## src/rtl/jedro_1_ifu_if.sv

```systemverilog
// rtl/jedro_1_ifu_if.sv - jedro_1 fetch bundle: ROM port, decoder handshake, redirect; misaligned_o only with JEDRO_1_IFU_MISALIGN_EXC_EN
interface jedro_1_ifu_if;
    logic        instr_mem_en_o;
    logic [31:0] instr_mem_addr_o;
    logic [31:0] instr_mem_rdata_i;
    logic [31:0] instr_o;
    logic [31:0] pc_o;
    logic        instr_valid_o;
    logic        instr_ready_i;
    logic        jmp_i;
    logic [31:0] jmp_addr_i;
`ifdef JEDRO_1_IFU_MISALIGN_EXC_EN
    logic        misaligned_o;
`endif

    modport master (
`ifdef JEDRO_1_IFU_MISALIGN_EXC_EN
        output misaligned_o,
`endif
        output instr_mem_en_o,
        output instr_mem_addr_o,
        input  instr_mem_rdata_i,
        output instr_o,
        output pc_o,
        output instr_valid_o,
        input  instr_ready_i,
        input  jmp_i,
        input  jmp_addr_i
    );

    modport slave (
`ifdef JEDRO_1_IFU_MISALIGN_EXC_EN
        input  misaligned_o,
`endif
        input  instr_mem_en_o,
        input  instr_mem_addr_o,
        output instr_mem_rdata_i,
        input  instr_o,
        input  pc_o,
        input  instr_valid_o,
        output instr_ready_i,
        output jmp_i,
        output jmp_addr_i
    );
endinterface

```

## src/rtl/jedro_1_ifu.sv

```systemverilog
// rtl/jedro_1_ifu.sv - jedro_1 instruction fetch unit with prefetch FIFO; optional macro JEDRO_1_IFU_MISALIGN_EXC_EN
module jedro_1_ifu #(
    parameter logic [31:0] BOOT_ADDR = 32'h0000_0000,
    parameter int unsigned DEPTH     = 4
) (
    input  logic          clk_i,
    input  logic          rstn_i,
    jedro_1_ifu_if.master bus
);
    localparam int unsigned AW  = $clog2(DEPTH);
    localparam int unsigned CW  = AW + 1;
    localparam logic [31:0] NOP = 32'h0000_0013;

    typedef enum logic [1:0] {
        ST_IDLE     = 2'd0,  // first cycle out of reset, no request yet
        ST_RUN      = 2'd1,  // normal fetching
        ST_MISALIGN = 2'd2   // parked on a misaligned jump target
    } state_t;

    state_t        r_state;
    state_t        w_state_next;

    logic [31:0]   r_fpc;
    logic [31:0]   r_rpc;
    logic [31:0]   r_instr;
    logic [31:0]   r_pc;
    logic          r_inflight;
    logic [CW-1:0] r_count;
    logic [AW-1:0] r_rptr;
    logic [AW-1:0] r_wptr;
    logic [31:0]   r_mem_instr [DEPTH];
    logic [31:0]   r_mem_pc    [DEPTH];

    logic          w_req;
    logic          w_push;
    logic          w_pop;
    logic          w_bad_target;
    logic [CW-1:0] w_used;
    logic [CW-1:0] w_count_left;
    logic [AW-1:0] w_rptr_next;
    logic [31:0]   w_jmp_target;

    assign w_jmp_target = {bus.jmp_addr_i[31:2], 2'b00};

`ifdef JEDRO_1_IFU_MISALIGN_EXC_EN
    assign w_bad_target     = |bus.jmp_addr_i[1:0];
    assign bus.misaligned_o = (r_state == ST_MISALIGN);
`else
    assign w_bad_target     = 1'b0;
`endif

    // A jump voids any handshake and any returning word in its own cycle
    assign w_used       = r_count + CW'(r_inflight);
    assign w_pop        = (r_count != '0) && bus.instr_ready_i && !bus.jmp_i;
    assign w_push       = r_inflight && !bus.jmp_i;
    assign w_count_left = r_count - CW'(w_pop);
    assign w_rptr_next  = r_rptr + AW'(w_pop);

    assign bus.instr_mem_en_o   = w_req;
    assign bus.instr_mem_addr_o = r_fpc;
    assign bus.instr_o          = r_instr;
    assign bus.pc_o             = r_pc;
    assign bus.instr_valid_o    = (r_count != '0);

    // Next state and request decision: request only while running, outside a jump, with a free credit
    always_comb begin
        w_state_next = r_state;
        w_req        = 1'b0;
        if (bus.jmp_i) begin
            w_state_next = w_bad_target ? ST_MISALIGN : ST_RUN;
        end else if (r_state == ST_IDLE) begin
            w_state_next = ST_RUN;
        end
        if ((r_state == ST_RUN) && !bus.jmp_i && (w_used < CW'(DEPTH))) begin
            w_req = 1'b1;
        end
    end

    // State register
    always_ff @(posedge clk_i or negedge rstn_i) begin
        if (!rstn_i) begin
            r_state <= ST_IDLE;
        end else begin
            r_state <= w_state_next;
        end
    end

    // Prefetch storage, written with the returning word and its address
    always_ff @(posedge clk_i) begin
        if (w_push) begin
            r_mem_instr[r_wptr] <= bus.instr_mem_rdata_i;
            r_mem_pc[r_wptr]    <= r_rpc;
        end
    end

    // Fetch PC, response tracking, FIFO bookkeeping and the registered head
    always_ff @(posedge clk_i or negedge rstn_i) begin
        if (!rstn_i) begin
            r_fpc      <= BOOT_ADDR;
            r_rpc      <= BOOT_ADDR;
            r_inflight <= 1'b0;
            r_count    <= '0;
            r_rptr     <= '0;
            r_wptr     <= '0;
            r_instr    <= NOP;
            r_pc       <= BOOT_ADDR;
        end else if (bus.jmp_i) begin
            r_fpc      <= w_jmp_target;
            r_inflight <= 1'b0;
            r_count    <= '0;
            r_rptr     <= '0;
            r_wptr     <= '0;
        end else begin
            r_inflight <= w_req;
            if (w_req) begin
                r_fpc <= r_fpc + 32'd4;
                r_rpc <= r_fpc;
            end
            if (w_push) begin
                r_wptr <= r_wptr + AW'(1);
            end
            r_rptr  <= w_rptr_next;
            r_count <= w_count_left + CW'(w_push);
            // Head after this edge: an older entry if one survives the pop, else the word arriving now
            if (w_count_left != '0) begin
                r_instr <= r_mem_instr[w_rptr_next];
                r_pc    <= r_mem_pc[w_rptr_next];
            end else if (w_push) begin
                r_instr <= bus.instr_mem_rdata_i;
                r_pc    <= r_rpc;
            end
        end
    end
endmodule

```

## src/flat_wrapper.sv

```systemverilog
// flat-port wrapper written by rule: the top's interface ports become plain ports
module jedro_1_ifu_flat 
#(
    parameter logic [31:0] BOOT_ADDR = 32'h0000_0000,
    parameter int unsigned DEPTH     = 4
)
  (clk_i, rstn_i, bus_instr_mem_en_o, bus_instr_mem_addr_o, bus_instr_mem_rdata_i, bus_instr_o, bus_pc_o, bus_instr_valid_o, bus_instr_ready_i, bus_jmp_i, bus_jmp_addr_i);
  jedro_1_ifu_if bus_i ();
  input  logic clk_i;
  input  logic rstn_i;
  output wire logic [$bits(bus_i.instr_mem_en_o)-1:0] bus_instr_mem_en_o;
  output wire logic [$bits(bus_i.instr_mem_addr_o)-1:0] bus_instr_mem_addr_o;
  input wire logic [$bits(bus_i.instr_mem_rdata_i)-1:0] bus_instr_mem_rdata_i;
  output wire logic [$bits(bus_i.instr_o)-1:0] bus_instr_o;
  output wire logic [$bits(bus_i.pc_o)-1:0] bus_pc_o;
  output wire logic [$bits(bus_i.instr_valid_o)-1:0] bus_instr_valid_o;
  input wire logic [$bits(bus_i.instr_ready_i)-1:0] bus_instr_ready_i;
  input wire logic [$bits(bus_i.jmp_i)-1:0] bus_jmp_i;
  input wire logic [$bits(bus_i.jmp_addr_i)-1:0] bus_jmp_addr_i;
  assign bus_instr_mem_en_o = bus_i.instr_mem_en_o;
  assign bus_instr_mem_addr_o = bus_i.instr_mem_addr_o;
  assign bus_i.instr_mem_rdata_i = bus_instr_mem_rdata_i;
  assign bus_instr_o = bus_i.instr_o;
  assign bus_pc_o = bus_i.pc_o;
  assign bus_instr_valid_o = bus_i.instr_valid_o;
  assign bus_i.instr_ready_i = bus_instr_ready_i;
  assign bus_i.jmp_i = bus_jmp_i;
  assign bus_i.jmp_addr_i = bus_jmp_addr_i;
  jedro_1_ifu #(.BOOT_ADDR(BOOT_ADDR), .DEPTH(DEPTH)) u_core (.clk_i(clk_i), .rstn_i(rstn_i), .bus(bus_i));
endmodule
```

## config.mk

```make
export PLATFORM = sky130hd
export DESIGN_NAME = jedro_1_ifu_flat
export DESIGN_NICKNAME = d
export VERILOG_FILES = /design/src/rtl/jedro_1_ifu_if.sv /design/src/rtl/jedro_1_ifu.sv /design/src/flat_wrapper.sv
export SDC_FILE = /design/constraint.sdc
export NUM_CORES = 1
export LEC_CHECK = 0
export BUFFER_PORTS_ARGS = -buffer_cell sky130_fd_sc_hd__buf_2
export CAP_MARGIN = 20
export CORE_MARGIN = 2
export CORE_UTILIZATION = 40
export DETAILED_ROUTE_END_ITERATION = 7
export GPL_TIMING_DRIVEN = 0
export PLACE_DENSITY = 0.7
export SETUP_SLACK_MARGIN = 0.05
export SLEW_MARGIN = 20
export SYNTH_ARGS = -nofsm -noshare
export SYNTH_HDL_FRONTEND = slang
export SYNTH_SLANG_ARGS = --single-unit
```

## constraint.sdc

```tcl
create_clock -name clk_i -period 6.2 [get_ports clk_i]
set_clock_uncertainty 0.05 [all_clocks]
set_input_delay 0 -clock clk_i [delete_from_list [all_inputs] [get_ports clk_i]]
set_output_delay 0 -clock clk_i [all_outputs]
set_load 0.005 [all_outputs]
```

### Word-level counts from Yosys, hierarchy flattened

Memory sizes are Yosys's and may differ from the RTL's.
Index checks and enable logic that the tools add are counted.

| storage, ports and cells | value |
|---|---|
| bits in registers | 138 |
| bits in writable memories | 256 |
| input port bits | 68 |
| output and inout bits | 98 |
| logic and storage cells | 51 |
| memories | 2 |

Memory list:

| name | depth | width | read ports | clocked after Yosys merged registers in | write ports | RTL line | text |
|---|---|---|---|---|---|---|---|
| u_core.r_mem_instr | 4 | 32 | 1 | 0 | 1 | jedro_1_ifu.sv:31 | `logic [31:0] r_mem_instr [DEPTH];` |
| u_core.r_mem_pc | 4 | 32 | 1 | 0 | 1 | jedro_1_ifu.sv:32 | `logic [31:0] r_mem_pc [DEPTH];` |

| operators by class | value |
|---|---|
| add/subtract/negate cells | 6 |
| $lt $le $gt $ge | 1 |
| equality and inequality tests | 1 |
| mux-type cells | 16 |
| bitwise operators | 1 |
| reductions and logical operators | 15 |

Operators by type and width:

| cell | number |
|---|---|
| two-way mux 32 bit | 6 |
| adder 32 x 3 -> 32 bit (second input constant) | 1 |
| two-way mux 2 bit | 5 |
| nonzero test 2 bit | 4 |
| adder 3 x 1 -> 3 bit | 2 |
| nonzero test 3 bit | 2 |
| logical AND 1 bit | 5 |
| two-way mux 1 bit | 4 |
| AND reduction 2 bit | 2 |
| < comparator 3 bit (second input constant) | 1 |
| two-way mux 3 bit | 1 |
| subtractor 3 x 1 -> 3 bit | 1 |
| adder 2 x 1 -> 2 bit | 1 |
| adder 2 x 1 -> 2 bit (second input constant) | 1 |
| == test 2 x 1 -> 1 bit (second input constant) | 1 |
| logical NOT 2 bit | 1 |
| logical NOT 1 bit | 1 |
| inverter 1 bit | 1 |

### Longest topological paths before layout

| logic depth | value |
|---|---|
| depth in word-level cells | 7 |
| gate-level depth with buffers | 13 |
| gate-level depth less buffers | 9 |

### Worst setup path before layout

No wires, ideal clock.

| timing | value |
|---|---|
| kind | reg-to-reg |
| from | reg u_core.r_count[1] |
| to | reg u_core.r_pc[10] (netlist: u_core.bus.pc_o[10]) |
| setup time | 121 ps |
| data arrival time | 2720 ps |
| required time | 6029 ps |
| slack | 3309 ps |
| cell stages (with the launch flop) | 9 |
| path buffers | 2 |
| clock period less this slack | 2891 ps |
| path through | dfrtp_1 -> or3_1 -> and3b_1 -> ha_1 -> clkbuf_1 -> buf_2 -> mux4_2 -> o22a_1 -> o22a_1 |

| on the way | value |
|---|---|
| word-level cells in the longest chain between the ends | 7 |
| elaborated cells on any way between the ends | 10 |
| those cells by class | 2 x add/sub; 1 x mux; 6 x reduce/logical; 1 x memory |

RTL lines:

| element | RTL line | text |
|---|---|---|
| start, declared | jedro_1_ifu.sv:28 | `logic [CW-1:0] r_count;` |
| start signal, assigned | jedro_1_ifu.sv:123 | `r_count <= w_count_left + CW'(w_push);` |
| nonzero test 3 bit * | - |  |
| named net bus_instr_valid_o | flat_wrapper.sv:16 | `output wire logic [$bits(bus_i.instr_valid_o)-1:0] bus_instr_valid_o;` |
| logical AND 1 bit * (2 in a row) | jedro_1_ifu.sv:54 | `assign w_pop = (r_count != '0) && bus.instr_ready_i && !bus.jmp_i;` |
| subtractor 3 x 1 -> 3 bit | jedro_1_ifu.sv:56 | `assign w_count_left = r_count - CW'(w_pop);` |
| nonzero test 3 bit | jedro_1_ifu.sv:125 | `if (w_count_left != '0) begin` |
| nonzero test 2 bit (no source line) | - |  |
| AND reduction 2 bit (no source line) | - |  |
| end signal, assigned | jedro_1_ifu.sv:127 | `r_pc <= r_mem_pc[w_rptr_next];` |
| end signal, assigned | jedro_1_ifu.sv:130 | `r_pc <= r_rpc;` |
| end, declared | jedro_1_ifu.sv:26 | `logic [31:0] r_pc;` |

The timed path passes the listed nets; every way through them passes the cells marked *.
A chain may end at the register's enable or synchronous reset.

### Final worst setup path

| timing | value |
|---|---|
| from | reg u_core.r_count[2] |
| to | reg u_core.r_instr[28] (netlist: u_core.bus.instr_o[28]) |

| on the way | value |
|---|---|
| word-level cells in the longest chain between the ends | 7 |
| elaborated cells on any way between the ends | 10 |
| those cells by class | 2 x add/sub; 1 x mux; 6 x reduce/logical; 1 x memory |

RTL lines:

| element | RTL line | text |
|---|---|---|
| nonzero test 3 bit | jedro_1_ifu.sv:54 |  |
| logical AND 1 bit (2 in a row) | jedro_1_ifu.sv:54 |  |
| subtractor 3 x 1 -> 3 bit | jedro_1_ifu.sv:56 |  |
| nonzero test 3 bit | jedro_1_ifu.sv:125 |  |
| nonzero test 2 bit (no source line) | - |  |
| AND reduction 2 bit (no source line) | - |  |
| end signal, assigned | jedro_1_ifu.sv:126 | `r_instr <= r_mem_instr[w_rptr_next];` |
| end signal, assigned | jedro_1_ifu.sv:129 | `r_instr <= bus.instr_mem_rdata_i;` |
| end, declared | jedro_1_ifu.sv:25 | `logic [31:0] r_instr;` |

Several ways; a longest one is shown, not always the timed one.

==> results_tabular.tex <==
\begin{tabular}{lr}
\hline
Metric & Value \\
\hline
\multicolumn{2}{l}{\textbf{Run status}} \\
\quad Result of the run & finished, final reports clean \\
\multicolumn{2}{l}{\textbf{Routing}} \\
\quad Via Count & approximately 9,000 \\
\quad Detailed Route WL & approximately 36,000 um \\
\quad Initial DRC Count & 647 \\
\quad Vias per Instance & 5.28 \\
\quad DRC viols & 0 \\
\quad 1st-pass router iterations & 5 \\
\quad Number of nets with antenna violations after detailed routing & 0 \\
\quad Average wire length per cell after detail routing & roughly 21 um \\
\multicolumn{2}{l}{\textbf{Critical path}} \\
\quad Slowest cell on the critical path & sky130\_fd\_sc\_hd\_\_xor2\_1 \\
\quad Source of the worst register-to-register timing path & u\_core.r\_count[2] \\
\quad Critical path class & reg2reg \\
\quad Largest fanout on the critical path & 10 \\
\quad Data required time of the critical path & 6.54 ns \\
\quad Cells along the critical path & or3\_1 -> and3b\_1 -> ha\_1 -> xor2\_1 -> clkbuf\_1 -> mux4\_2 -> mux2i\_1 -> o21ai\_0 \\
\quad Element type at the critical path end & flip-flop \\
\quad Worst setup path start & u\_core.r\_count[2] \\
\quad Critical path data arrival time & between 3 and 4 ns \\
\quad CP peak stage delay & about 0.81 ns \\
\quad Critical path launch point type & flip-flop \\
\multicolumn{2}{l}{\textbf{Finish}} \\
\quad Fillers & approximately 3,100 \\
\quad Sequential cell area in the final layout & 10,700 um2 \\
\quad Proportion of layout cells with a drive suffix above 1 & 0.306 \\
\quad Area growth, synth to finish & 23.9\% \\
\quad Number of standard cells in the final layout excluding fillers & about 1,700 \\
\quad Nets & between 1,000 and 1,500 \\
\quad Area of combinational cells with multiple inputs & between 4000 and 5000 um2 \\
\quad Number of inserted diodes & 0 \\
\multicolumn{2}{l}{\textbf{Clocking}} \\
\quad Post-CTS clock slew at the launch and capture registers of the worst setup and hold paths & 0.06 ns \\
\quad CTS tree & built \\
\quad H-Tree Level Count & 2 \\
\quad Max Buffers Root-to-Sink & 3 \\
\quad Cell at the root of the clock tree & sky130\_fd\_sc\_hd\_\_clkbuf\_16 \\
\quad Number of buffers created by CTS & between 40 and 50 \\
\quad Latest clock arrival within the worst-skew pair & about 0.55 ns \\
\quad Clock sink count & between 300 and 400 \\
\multicolumn{2}{l}{\textbf{Placement}} \\
\quad Port Buf Inserts & 158 \\
\quad Half-perimeter wire length after placement & 22,600 um \\
\quad Placed Cells & $\sim$1,600 \\
\quad Placer's final routability congestion estimate & roughly 0.79 \\
\multicolumn{2}{l}{\textbf{GRT}} \\
\quad Antenna violations before repair & 1 \\
\quad GRT Overall Usage & 0.186 \\
\quad First-pass GRT wire length & $\sim$55,000 um \\
\quad GRT overflow & 0 \\
\quad Largest net degree at the start of global routing & 94 \\
\quad Number of global-route vias before repair & between 9,000 and 10,000 \\
\multicolumn{2}{l}{\textbf{Yosys}} \\
\quad Average instance area after synthesis & around 17 um2 \\
\quad Share of the yosys chip area belonging to registers & 0.704 \\
\quad Number of different library cells in the post-synthesis netlist & 51 \\
\quad Async set-or-reset flop fraction in the synthesized netlist & 0.346 \\
\quad Commonest cells post-synth & sky130\_fd\_sc\_hd\_\_edfxtp\_1 (248), sky130\_fd\_sc\_hd\_\_dfrtp\_1 (128), sky130\_fd\_sc\_hd\_\_nand2\_1 (69), sky130\_fd\_sc\_hd\_\_mux4\_2 (62), sky130\_fd\_sc\_hd\_\_o22a\_1 (60) \\
\quad Yosys warns & 0 \\
\quad Cell type with the highest aggregate area in the netlist & sky130\_fd\_sc\_hd\_\_edfxtp\_1 \\
\quad Dominant cell by count in the synthesized netlist & sky130\_fd\_sc\_hd\_\_edfxtp\_1 \\
\quad Cell count after synthesis & about 890 \\
\quad Share of Yosys cell area claimed by the top area cell type & 0.489 \\
\quad Seq cells post-synth & around 380 \\
\quad Number of flops mapped to enable cells by yosys & roughly 250 \\
\quad Mapped cell area & about 15,000 um2 \\
\quad Top cells by area in the synthesized netlist & sky130\_fd\_sc\_hd\_\_edfxtp\_1 (49\%), sky130\_fd\_sc\_hd\_\_dfrtp\_1 (21\%), sky130\_fd\_sc\_hd\_\_mux4\_2 (9.2\%) \\
\quad Flip-flop cell with the highest count after synthesis & sky130\_fd\_sc\_hd\_\_edfxtp\_1 \\
\multicolumn{2}{l}{\textbf{Die}} \\
\quad Number of rows in the core area & $\sim$70 \\
\quad Area of the placeable core & roughly 38,000 um2 \\
\quad Die extent in x & between 150 and 200 um \\
\quad Die Span Y & roughly 200 um \\
\quad Initial core utilization & 0.405 \\
\quad Total I/O pin count & around 170 \\
\quad Overall die area & 39,700 um2 \\
\multicolumn{2}{l}{\textbf{STA}} \\
\quad Unrepaired setup endpoints after global routing & no \\
\quad Max-slew violation total from the final report & 0 \\
\quad Final critical path time including I/O delays and setup & 3.58 ns \\
\quad Final Hold Fails & 0 \\
\quad Slew at the pin closest to its max-slew limit & about 1.0 ns \\
\quad Final cycle utilization of the critical path & 0.578 \\
\quad Maximum frequency from static timing analysis & 279 MHz \\
\quad Relative slew slack & 0.317 \\
\quad Finish-stage setup viols & 0 \\
\quad Total Negative Setup Slacks & 0 ns \\
\multicolumn{2}{l}{\textbf{Power and ir drop}} \\
\quad Sequential Power Share & 0.465 \\
\quad Sw Share & 0.274 \\
\quad Lkg Pwr & between 6 and 7 nW \\
\quad Power density over the cells & about 380 nW/um2 \\
\quad Int Pwr & about 5.2 mW \\
\quad Switching power total & just under 2 mW \\
\quad Worst-case vdd ir drop & about 200 uV \\
\quad Power share of the combinational group & 0.196 \\
\quad Power share of the clock group & 0.338 \\
\multicolumn{2}{l}{\textbf{Min path}} \\
\quad Source of the worst hold timing path & bus\_jmp\_addr\_i[2] \\
\quad Path class of the lowest-slack min-delay path & in2reg \\
\multicolumn{2}{l}{\textbf{Run}} \\
\quad Maxcap violations & 0 \\
\hline
\end{tabular}
## metal layers
| metal | global-route usage | up-vias | part of all wire |
|---|---|---|---|
| met5 | 0 | - | 0.00022 |
| met4 | 0.0539 | 2 | 0.021 |
| met3 | 0.0346 | 52 | 0.059 |
| met2 | 0.316 | 315 | 0.49 |
| met1 | 0.245 | 4638 | 0.43 |
| li1 | - | 4041 | - |
## kinds of logic (layout without fill, tap and decap cells)
group	count (synthesis)	count (layout)	synth area share
adder cells (fa/ha/maj)	10	10	0.00822
XOR/XNOR	25	25	0.0144
multiplexers	135	135	0.143
flip-flops	379	379	0.704
AND/OR/NAND/NOR	150	150	0.0513
AO/OA/AOI/OAI	127	127	0.0582
other	2	5	0.000493
buffers and inverters	64	372	0.0202
## power by group through the flow
stage	Combinational [mW]	Clock, mW	Sequential (mW)
final	1.40	2.41	3.31
after CTS	1.43	2.46	3.31
after floorplan	0.816	0	3.31
after detailed placement	1.38	0	3.35
after global placement	1.35	0	3.34
after global routing	1.55	2.56	3.35
## metrics by stage
stage | util | setup slack [ns] | instance area (um2) | hold slack [ns] | power, mW
after floorplan | - | 3.31 | 15200 | -0.346 | 4.13
after global placement | 0.444 | 2.17 | 16700 | 0.158 | 4.69
after detailed placement | 0.448 | 2.52 | 16800 | -0.125 | 4.74
after CTS | 0.502 | 2.50 | 18900 | 0.119 | 7.20
after global routing | 0.502 | 2.38 | 18900 | 0.140 | 7.47
final | 0.502 | 2.62 | 18900 | 0.139 | 7.11
## worst paths after layout
kind	to	slack, ns	depth (start not counted)
min in group asynchronous	u_core.bus.instr_o[4]	0.54	3
max reg2reg	u_core.bus.instr_o[28]	2.62	8
min	u_core.bus.instr_mem_addr_o[2]	0.14	4
max	u_core.bus.instr_o[28]	2.62	8
min reg2reg	u_core.bus.instr_o[3]	0.42	2
max in group asynchronous	u_core.r_rpc[4]	5.07	4
## cells in the final DEF (no fill, tap or decap), types with 3 or more instances in the layout
cell,n
sky130_fd_sc_hd__and2_4,4
sky130_fd_sc_hd__and3_1,6
sky130_fd_sc_hd__buf_1,3
sky130_fd_sc_hd__buf_16,4
sky130_fd_sc_hd__buf_2,173
sky130_fd_sc_hd__buf_4,6
sky130_fd_sc_hd__clkbuf_1,34
sky130_fd_sc_hd__clkbuf_16,42
sky130_fd_sc_hd__clkbuf_8,5
sky130_fd_sc_hd__clkinv_2,9
sky130_fd_sc_hd__clkinv_4,4
sky130_fd_sc_hd__conb_1,5
sky130_fd_sc_hd__dfrtp_1,128
sky130_fd_sc_hd__dfstp_2,3
sky130_fd_sc_hd__dlygate4sd3_1,69
sky130_fd_sc_hd__edfxtp_1,248
sky130_fd_sc_hd__ha_1,10
sky130_fd_sc_hd__inv_1,9
sky130_fd_sc_hd__mux2_2,34
sky130_fd_sc_hd__mux2i_1,38
sky130_fd_sc_hd__mux4_2,62
sky130_fd_sc_hd__nand2_1,69
sky130_fd_sc_hd__nand3_1,11
sky130_fd_sc_hd__nand3b_1,4
sky130_fd_sc_hd__nand4_1,15
sky130_fd_sc_hd__nor2_1,10
sky130_fd_sc_hd__nor2b_1,6
sky130_fd_sc_hd__nor3_1,4
sky130_fd_sc_hd__nor4_1,5
sky130_fd_sc_hd__o211ai_1,5
sky130_fd_sc_hd__o21ai_0,52
sky130_fd_sc_hd__o21ai_1,3
sky130_fd_sc_hd__o22a_1,60
sky130_fd_sc_hd__xnor2_1,13
sky130_fd_sc_hd__xor2_1,12
## flip-flops by register name (all words and copies together) (netlist names)
signal and flops:
u_core.r_inflight 1, u_core.bus.instr_o 32, u_core.r_mem_instr 128, u_core.r_rpc 30, u_core.bus.instr_mem_addr_o 30, u_core.r_state 1
u_core.r_rptr 2, u_core.r_wptr 2, u_core.bus.pc_o 30, u_core.r_count 3, u_core.r_mem_pc 120
## critical path, delay by kind of cell, from the launching register on
family,cells,cell delay [ns]
XOR/XNOR,1,0.81
buffers and inverters,1,0.66
AND/OR/NAND/NOR,2,0.59
multiplexers,2,0.57
flip-flops,1,0.46
adder cells (fa/ha/maj),1,0.19
AO/OA/AOI/OAI,1,0.10
## cell type report
| type | count | share of cell area |
|---|---|---|
| plain buffers | 55 | 0.0145 |
| clock buffers | 55 | 0.0609 |
| clock inverters | 21 | 0.0106 |
| inverters | 9 | 0.00179 |
| multi-input cells | 452 | 0.223 |
| flip-flops and latches | 379 | 0.569 |
| well taps | 511 | 0.0339 |
| repair buffers | 232 | 0.0865 |
## timing repair
action,CTS,global route
hold buffers,69,0
buffers inserted,0,0
hold endpoints to repair,322,0
endpoints found under the setup margin,0,0
gates resized for setup,0,0
No activity file was read; power rests on OpenSTA's default activity.
